[config.mk]
export PLATFORM = sky130hd
export DESIGN_NAME = bcd_timebase_timer
export DESIGN_NICKNAME = d
export VERILOG_FILES = /design/src/rtl/bcd_timebase_timer.sv
export SDC_FILE = /design/constraint.sdc
export NUM_CORES = 1
export LEC_CHECK = 0
export ABC_CLOCK_PERIOD_IN_PS = 1800
export BUFFER_PORTS_ARGS = -buffer_cell sky130_fd_sc_hd__buf_2
export CAP_MARGIN = 10
export CORE_ASPECT_RATIO = 0.5
export CORE_MARGIN = 2
export CORE_UTILIZATION = 54
export DETAILED_ROUTE_END_ITERATION = 12
export PLACE_DENSITY = 0.78
export SETUP_SLACK_MARGIN = 0.4
export SLEW_MARGIN = 20
export SYNTH_ARGS = -nofsm -noshare
export SYNTH_HDL_FRONTEND = slang
export SYNTH_SLANG_ARGS = --single-unit
[constraint.sdc]
create_clock -name clk -period 1.8 [get_ports clk]
set_input_delay 0.36 -clock clk [delete_from_list [all_inputs] [get_ports clk]]
set_output_delay 0.36 -clock clk [all_outputs]
set_load 0.02 [all_outputs]
[src/rtl/bcd_timebase_timer.sv]
`timescale 1ns/1ps
`default_nettype none
// ============================================================================
// Module   : bcd_timebase_timer
// Purpose  : Cascaded usec/msec/sec prescaler feeding a BCD mm:ss counter
//            with up/down count, load, clear, pause, wrap strobe and a
//            countdown-done flag.
// Options  : TIMER_AUTORELOAD_EN - countdown reloads the last loaded value at
//            00:00 and done becomes a one-cycle pulse. Undefined: the counter
//            stops at 00:00 with a sticky done.
// Revision : 1.0 - initial release
// ============================================================================
module bcd_timebase_timer #(
    parameter int CLK_PER_USEC  = 100,
    parameter int USEC_PER_MSEC = 1000,
    parameter int MSEC_PER_SEC  = 1000,
    parameter int SEC_MOD       = 60,
    parameter int MIN_MOD       = 60
) (
    input  logic       clk,
    input  logic       reset_n,
    input  logic       run,
    input  logic       mode_down,
    input  logic       clear,
    input  logic       load,
    input  logic [3:0] set_sec1,
    input  logic [3:0] set_sec10,
    input  logic [3:0] set_min1,
    input  logic [3:0] set_min10,
    output logic [3:0] sec1,
    output logic [3:0] sec10,
    output logic [3:0] min1,
    output logic [3:0] min10,
    output logic       tick_usec,
    output logic       tick_msec,
    output logic       tick_sec,
    output logic       wrap,
    output logic       done
);

    localparam int c_US_W = $clog2(CLK_PER_USEC);
    localparam int c_MS_W = $clog2(USEC_PER_MSEC);
    localparam int c_S_W  = $clog2(MSEC_PER_SEC);

    localparam logic [c_US_W-1:0] c_US_LAST = c_US_W'(CLK_PER_USEC - 1);
    localparam logic [c_MS_W-1:0] c_MS_LAST = c_MS_W'(USEC_PER_MSEC - 1);
    localparam logic [c_S_W-1:0]  c_S_LAST  = c_S_W'(MSEC_PER_SEC - 1);

    // Largest legal field values, pre-encoded as two BCD digits
    localparam logic [7:0] c_SEC_MAX = {4'((SEC_MOD - 1) / 10), 4'((SEC_MOD - 1) % 10)};
    localparam logic [7:0] c_MIN_MAX = {4'((MIN_MOD - 1) / 10), 4'((MIN_MOD - 1) % 10)};

    // Two-digit BCD increment; the caller handles the modulus boundary
    function automatic logic [7:0] bcd_inc(input logic [7:0] f);
        if (f[3:0] == 4'd9) bcd_inc = {f[7:4] + 4'd1, 4'd0};
        else                bcd_inc = {f[7:4], f[3:0] + 4'd1};
    endfunction

    // Two-digit BCD decrement; the caller never passes 00
    function automatic logic [7:0] bcd_dec(input logic [7:0] f);
        if (f[3:0] == 4'd0) bcd_dec = {f[7:4] - 4'd1, 4'd9};
        else                bcd_dec = {f[7:4], f[3:0] - 4'd1};
    endfunction

    // Out-of-range or non-BCD load values saturate to the field maximum
    function automatic logic [7:0] sanitize(input logic [3:0] d10, input logic [3:0] d1,
                                            input logic [7:0] max_bcd, input int modv);
        int v;
        v = 10 * int'(d10) + int'(d1);
        if (d10 > 4'd9 || d1 > 4'd9 || v >= modv) sanitize = max_bcd;
        else                                      sanitize = {d10, d1};
    endfunction

    logic [c_US_W-1:0] usec_cnt_q, usec_cnt_d;
    logic [c_MS_W-1:0] msec_cnt_q, msec_cnt_d;
    logic [c_S_W-1:0]  sec_cnt_q,  sec_cnt_d;
    logic              tick_usec_q, tick_usec_d;
    logic              tick_msec_q, tick_msec_d;
    logic              tick_sec_q,  tick_sec_d;
    logic              usec_wrap, msec_wrap, sec_wrap;

    logic [7:0]        sec_q, sec_d;
    logic [7:0]        min_q, min_d;
    logic              wrap_q, wrap_d;
    logic              done_q, done_d;
    logic [7:0]        load_sec, load_min;
    logic              at_zero, at_one;
    logic [7:0]        dn_sec, dn_min;

`ifdef TIMER_AUTORELOAD_EN
    logic [7:0]        reload_sec_q, reload_sec_d;
    logic [7:0]        reload_min_q, reload_min_d;
`endif

    // Prescaler: each stage advances on the wrap of the stage below, so all
    // three strobes line up on the same edge when they coincide
    always_comb begin
        usec_wrap  = (usec_cnt_q == c_US_LAST);
        usec_cnt_d = usec_wrap ? '0 : usec_cnt_q + 1'b1;

        msec_wrap  = usec_wrap && (msec_cnt_q == c_MS_LAST);
        msec_cnt_d = msec_cnt_q;
        if (usec_wrap) msec_cnt_d = msec_wrap ? '0 : msec_cnt_q + 1'b1;

        sec_wrap   = msec_wrap && (sec_cnt_q == c_S_LAST);
        sec_cnt_d  = sec_cnt_q;
        if (msec_wrap) sec_cnt_d = sec_wrap ? '0 : sec_cnt_q + 1'b1;

        tick_usec_d = usec_wrap;
        tick_msec_d = msec_wrap;
        tick_sec_d  = sec_wrap;
        // Restart the second after a set so the first second is not short
        if (clear || load) begin
            sec_cnt_d  = '0;
            tick_sec_d = 1'b0;
        end
    end

    // BCD counter next state: clear beats load beats the sec strobe
    always_comb begin
        sec_d  = sec_q;
        min_d  = min_q;
        wrap_d = 1'b0;
`ifdef TIMER_AUTORELOAD_EN
        done_d       = 1'b0;
        reload_sec_d = reload_sec_q;
        reload_min_d = reload_min_q;
`else
        done_d = done_q;
`endif
        load_sec = sanitize(set_sec10, set_sec1, c_SEC_MAX, SEC_MOD);
        load_min = sanitize(set_min10, set_min1, c_MIN_MAX, MIN_MOD);
        at_zero  = (sec_q == 8'h00) && (min_q == 8'h00);
        at_one   = (sec_q == 8'h01) && (min_q == 8'h00);

        // Down step for a non-terminal value: borrow from minutes at sec 00
        if (sec_q == 8'h00) begin
            dn_sec = c_SEC_MAX;
            dn_min = bcd_dec(min_q);
        end else begin
            dn_sec = bcd_dec(sec_q);
            dn_min = min_q;
        end

        if (clear) begin
            sec_d  = 8'h00;
            min_d  = 8'h00;
            done_d = 1'b0;
`ifdef TIMER_AUTORELOAD_EN
            reload_sec_d = 8'h00;
            reload_min_d = 8'h00;
`endif
        end else if (load) begin
            sec_d  = load_sec;
            min_d  = load_min;
            done_d = 1'b0;
`ifdef TIMER_AUTORELOAD_EN
            reload_sec_d = load_sec;
            reload_min_d = load_min;
`endif
        end else if (run && tick_sec_q) begin
            if (!mode_down) begin
                if (sec_q == c_SEC_MAX) begin
                    sec_d = 8'h00;
                    if (min_q == c_MIN_MAX) begin
                        min_d  = 8'h00;
                        wrap_d = 1'b1;
                    end else begin
                        min_d = bcd_inc(min_q);
                    end
                end else begin
                    sec_d = bcd_inc(sec_q);
                end
            end else begin
`ifdef TIMER_AUTORELOAD_EN
                // Arriving at (or sitting on) 00:00 reloads instead
                if (at_zero || at_one) begin
                    sec_d  = reload_sec_q;
                    min_d  = reload_min_q;
                    done_d = 1'b1;
                end else begin
                    sec_d = dn_sec;
                    min_d = dn_min;
                end
`else
                // Once done, the countdown is parked until clear/load
                if (!done_q) begin
                    if (at_zero || at_one) begin
                        sec_d  = 8'h00;
                        min_d  = 8'h00;
                        done_d = 1'b1;
                    end else begin
                        sec_d = dn_sec;
                        min_d = dn_min;
                    end
                end
`endif
            end
        end
    end

    // State registers with asynchronous active-low reset
    always_ff @(posedge clk or negedge reset_n) begin
        if (!reset_n) begin
            usec_cnt_q  <= '0;
            msec_cnt_q  <= '0;
            sec_cnt_q   <= '0;
            tick_usec_q <= 1'b0;
            tick_msec_q <= 1'b0;
            tick_sec_q  <= 1'b0;
            sec_q       <= 8'h00;
            min_q       <= 8'h00;
            wrap_q      <= 1'b0;
            done_q      <= 1'b0;
`ifdef TIMER_AUTORELOAD_EN
            reload_sec_q <= 8'h00;
            reload_min_q <= 8'h00;
`endif
        end else begin
            usec_cnt_q  <= usec_cnt_d;
            msec_cnt_q  <= msec_cnt_d;
            sec_cnt_q   <= sec_cnt_d;
            tick_usec_q <= tick_usec_d;
            tick_msec_q <= tick_msec_d;
            tick_sec_q  <= tick_sec_d;
            sec_q       <= sec_d;
            min_q       <= min_d;
            wrap_q      <= wrap_d;
            done_q      <= done_d;
`ifdef TIMER_AUTORELOAD_EN
            reload_sec_q <= reload_sec_d;
            reload_min_q <= reload_min_d;
`endif
        end
    end

    assign sec1      = sec_q[3:0];
    assign sec10     = sec_q[7:4];
    assign min1      = min_q[3:0];
    assign min10     = min_q[7:4];
    assign tick_usec = tick_usec_q;
    assign tick_msec = tick_msec_q;
    assign tick_sec  = tick_sec_q;
    assign wrap      = wrap_q;
    assign done      = done_q;

endmodule
`default_nettype wire

### Word-level counts from Yosys, hierarchy flattened

Index checks and enable logic that the tools add are counted.

* register bits after elaboration: 48
* bits of input ports: 22
* output and inout bits: 21
* word-level logic and storage cells: 112

* add/subtract/negate cells: 13
* $mul: 2
* order comparisons: 6
* eq/ne operators: 12
* multiplexer cells: 41
* reduce and logical (&&, ||, !) cells: 26

Operators by type and width (count)
* 8-bit 2-to-1 mux: 23
* 10-bit 2-to-1 mux: 4
* 10-bit by 1-bit adder with 10-bit output (second input constant): 2
* 10-bit equality test (second input constant): 2
* 8-bit by 4-bit adder with 9-bit output: 2
* 9-bit by 6-bit greater-or-equal comparator with 1-bit output (second input constant): 2
* 4-bit by 1-bit adder with 4-bit output (second input constant): 4
* 8-bit by 7-bit equality test with 1-bit output (second input constant): 2
* 4-bit greater-than comparator (second input constant): 4
* 8-bit logical NOT: 2
* 4-bit by 1-bit subtractor with 4-bit output (second input constant): 4
* 3-bit by 4-bit multiplier with 7-bit output (first input constant): 2
* 1-bit 2-to-1 mux: 13
* 5-bit by 1-bit != test with 1-bit output (second input constant): 2
* 5-bit nonzero test: 2
* 4-bit equality test (second input constant): 2
* 8-bit by 1-bit equality test with 1-bit output (second input constant): 1
* 4-bit logical NOT: 2
* 4-bit AND reduction: 2
* 7-bit by 1-bit adder with 7-bit output (second input constant): 1
* 7-bit equality test (second input constant): 1
* 7-bit 2-to-1 mux: 1
* 1-bit logical OR: 6
* 6-bit by 1-bit != test with 1-bit output (second input constant): 1
* other kinds (7): 13

### Longest topological paths before layout

* word-level depth: 9
* gate-level depth with buffers: 10

### Worst setup path after synthesis

OpenSTA, ideal clock, no wires.

* path kind: input to register
* start point: input port set_sec10[1]
* end point: register sec_q[4]
* data arrival time: 2779 ps
* data required time: 1678 ps
* path slack: -1100 ps
* cell stages on the path: 10
* path buffers: 0
* path through: ha_1 > ha_1 > inv_1 > fa_1 > nand3b_1 > or4_1 > a21oi_1 > o311ai_2 > or3_1 > a32o_1

* longest elaborated chain between the ends: 7
* elaborated cells between the ends (all ways): 9
* classes of those cells: add/sub (1); mul (1); order compare (2); mux (3); reduce/logical (2)

Ends and longest elaborated chain
* start: declaration: line 27 `input logic [3:0] set_sec10,`
* 3-bit by 4-bit multiplier with 7-bit output: line 69 `v = 10 * int'(d10) + int'(d1);`
* 8-bit by 4-bit adder with 9-bit output: line 69
* 9-bit by 6-bit greater-or-equal comparator with 1-bit output: line 70 `if (d10 > 4'd9 || d1 > 4'd9 || v >= modv) sanitize = max_bcd;`
* 1-bit logical OR *: line 70
* 8-bit 2-to-1 mux *: line 70
* 8-bit 2-to-1 mux *: line 153 `end else if (load) begin`
* 8-bit 2-to-1 mux *: line 145 `if (clear) begin`
* end signal: assignment: line 211 `sec_q <= 8'h00;`
* end signal: assignment: line 226 `sec_q <= sec_d;`
* end: declaration: line 82 `logic [7:0] sec_q, sec_d;`

Every way passes the cells marked *; elsewhere a longest branch is shown, timed or not.
A chain may end at the register's enable or synchronous reset.

### Final worst setup path

* start point: input port set_sec10[3]
* end point: register sec_q[0]

Same word-level chain as after synthesis.

==> flow_summary.toml <==
[status]
outcome = "complete, but fails checks"
violations = "negative setup slack"

[place]
preCtsSetupSlack_ns = -1.23
dp_hpwl_mm = 7.39
post_dp_cell_area_um2 = 4880
port_buffers = 42
place_congestion = 0.905

[detailed_routing]
vias = 4473
ant_nets = 0
vias_per_cell = 6.52
drt-initial-drc-count = 545
wire_per_inst_um = 20.6
drt_first_pass_iters = 8
drc = 0
totalWireLength_mm = 14.1

[grt]
grtUsageMet2_pct = 52.9
top_usage_layer = "met2"
grt_max_degree = 49
grt_pass1_vias = 3854
overflow = 0
grtUsageMet3_pct = 4.93
antenna_found_initial = 0
grt_usage_pct = 29.5
met1_usage_pct = 36.5
grt_pass1_wl_mm = 18.1

[layout]
final_util_pct = 87.4
mostFrequentLayoutCell = "buf_4"
num-nets-final = 651
drive_above_1_share_pct = 43.9
fin_area_um2 = 5850
fillers = 283
antennaDiodeCount = 0
layout_common_cells = "buf_4 (82), dfrtp_1 (48), nand2_1 (45)"
syn2layout_area_growth_pct = 56.4

[yosys]
synth-main-ff-cell = "dfrtp_1"
synth-edff-count = 0
synth_xor_area_share_pct = 4.45
yosysWarnings = 0
muxShareOfSynthArea_pct = 2.51
synthCells = 438
seq_area_frac_synth_pct = 32.1
synthAdderAreaFrac_pct = 12.5
synth_compound_area_share_pct = 20.6
async_reset_ff_share_pct = 100
synth-simple-area-share_pct = 23.8
ys_seq_elements = 48
ys_types = 67
synth_top_family_by_area = "simple AND/OR/NAND/NOR gates"
syn-cell-area_um2 = 3740
synth_nets = 495
syn_area_per_cell_um2 = 8.54

[sta]
timing.final.crit_share_pct = 148
period_minus_slack_ns = 2.66
setup-violations-final = 33
worst_slack_ns = -0.860
worst_pin_slew_ns = 0.630
tns_ns = -11.55
slew_violations = 0
fmax_mhz = 376
rsz0062_at_grt = "true"
slew_headroom_pct = 58.0
finalHoldViolations = 0
skew_ns = 0.00782

[worst_setup_path]
slowest_delay_ns = 0.45
rr_startpoint = "sec_q[4]"
reg2reg_slack_ns = -0.47
critPathMaxFanout = 6
crit_path_end_kind = "register"
crit_slowest_cell = "or4_4"
path_cells = "buf_6 -> ha_4 -> ha_4 -> inv_2 -> fa_1 -> nand3b_1 -> or4_4 -> a21oi_4 -> o311ai_4 -> buf_4 -> or2_0 -> o22a_1"
start_kind = "primary input"
arrival_ns = 2.84
required_ns = 1.98
r2r_cells = 9
r2r_end = "sec_q[3]"
critPathMostFrequentCell = "ha_4"
path_class = "in2reg"

[die]
die_x_um = 122
die_h_um = 62.9
core.rowCount = 21
die-area_um2 = 7650
io_pins = 43
core-area_um2 = 6700
start_util_pct = 55.9

[cts]
cts-root-buf = "clkbuf_16"
cts_buffers = 5
clock-sinks = 48
htree_levels = 2
clock_latency_ns = 0.29
tritoncts = "yes"
hold_buffers = 0
path_clk_slew_ns = 0.07
clock_path_buffers = 2

[pwr]
power.density_nw_per_um2 = 628
p_leak_nw = 2.60
power_mw = 3.67
vdd.ir_drop.worst_mv = 0.374

[hold_path]
hp-class = "in2async"

[flow_run]
maxCapViolCount = 0
## sequential cells by signal (all words and copies together) (netlist names)
name	cells
min_q	8
tick_sec	1
msec_cnt_q	10
tick_msec	1
tick_usec	1
wrap	1
done	1
sec_cnt_q	10
usec_cnt_q	7
sec_q	8
## worst max path at each step
stage / startpoint / endpoint / slack (ns) / cells after the start
after floorplan: set_sec10[3] / sec_q[6] / -1.06 / 10
after global placement: set_sec10[1] / sec_q[6] / -1.17 / 11
final: set_sec10[3] / sec_q[0] / -0.86 / 12
after CTS: set_sec10[3] / sec_q[6] / -0.87 / 11
after global routing: set_sec10[3] / sec_q[5] / -0.91 / 13
after detailed placement: set_sec10[1] / sec_q[6] / -1.23 / 11
## cell type report
class	count	area, um^2	area share, %
Tap cell	92	115	1.97
Sequential cell	48	1200	20.5
Clock inverter	1	8.76	0.150
Clock buffer	6	139	2.37
Inverter	27	106	1.82
Timing Repair Buffer	161	1340	23.0
Multi-Input combinational cell	351	2940	50.2
## report_power, final
group          internal (mW)  total [mW]  switching [mW]
combinational          0.679        1.52           0.841
clock                  0.549       0.986           0.436
sequential              1.12        1.17          0.0472
total                   2.35        3.67            1.32
## worst max-delay path: cells and delay by family
| family | cells | cell delay, ns |
|---|---|---|
| and+or+nand+nor | 3 | 0.85 |
| adders and majority gates | 3 | 0.83 |
| AOI/OAI and AO/OA | 3 | 0.48 |
| buffers and inverters | 3 | 0.32 |
## what timing repair did
| action | 4_1_cts | 5_1_grt |
|---|---|---|
| pin swaps | 17 | 25 |
| buffers inserted | 14 | 7 |
| gates resized for setup | 65 | 82 |
| setup endpoints to repair | 46 | 54 |
| cloned | 1 | 0 |
## metrics by stage
step	hold slack, ns	std cells
2_1_floorplan	0.0644	438
3_3_place_gp	0.470	657
3_5_place_dp	0.484	657
4_1_cts	0.192	679
5_1_grt	0.233	686
6_report	0.171	686
## synthesized netlist by cell type (all sizes together), types with 6 or more instances
cell type / instances / area share (%)
a211oi: 7 / 1.4
inv: 25 / 2.5
nand3b: 8 / 1.6
nor3: 16 / 2.1
xor2: 10 / 2.3
xnor2: 9 / 2.1
nor2b: 6 / 1.0
nand3: 13 / 1.7
ha: 31 / 10
clkbuf: 7 / 0.70
nand2: 51 / 5.2
a31oi: 7 / 1.3
mux2i: 6 / 1.6
dfrtp: 48 / 32
o21ai: 28 / 3.7
a21oi: 21 / 2.8
nor2: 41 / 4.2
o31ai: 6 / 1.2
## logic make-up after synthesis
family	count (synthesis)
xor gates and xnor gates	19
DFF	48
and+or+nand+nor	175
buffers and inverters	39
AOI/OAI and AO/OA	113
muxes	9
adders and majority gates	35
## metal layers
metal,up-vias,share of wire [%],routed length [um]
met5,-,0,0
met4,0,6.4,900
met3,105,8.4,1190
met2,331,47,6670
met1,2128,38,5350
li1,1909,-,-
(Power assumes the default switching activity.)
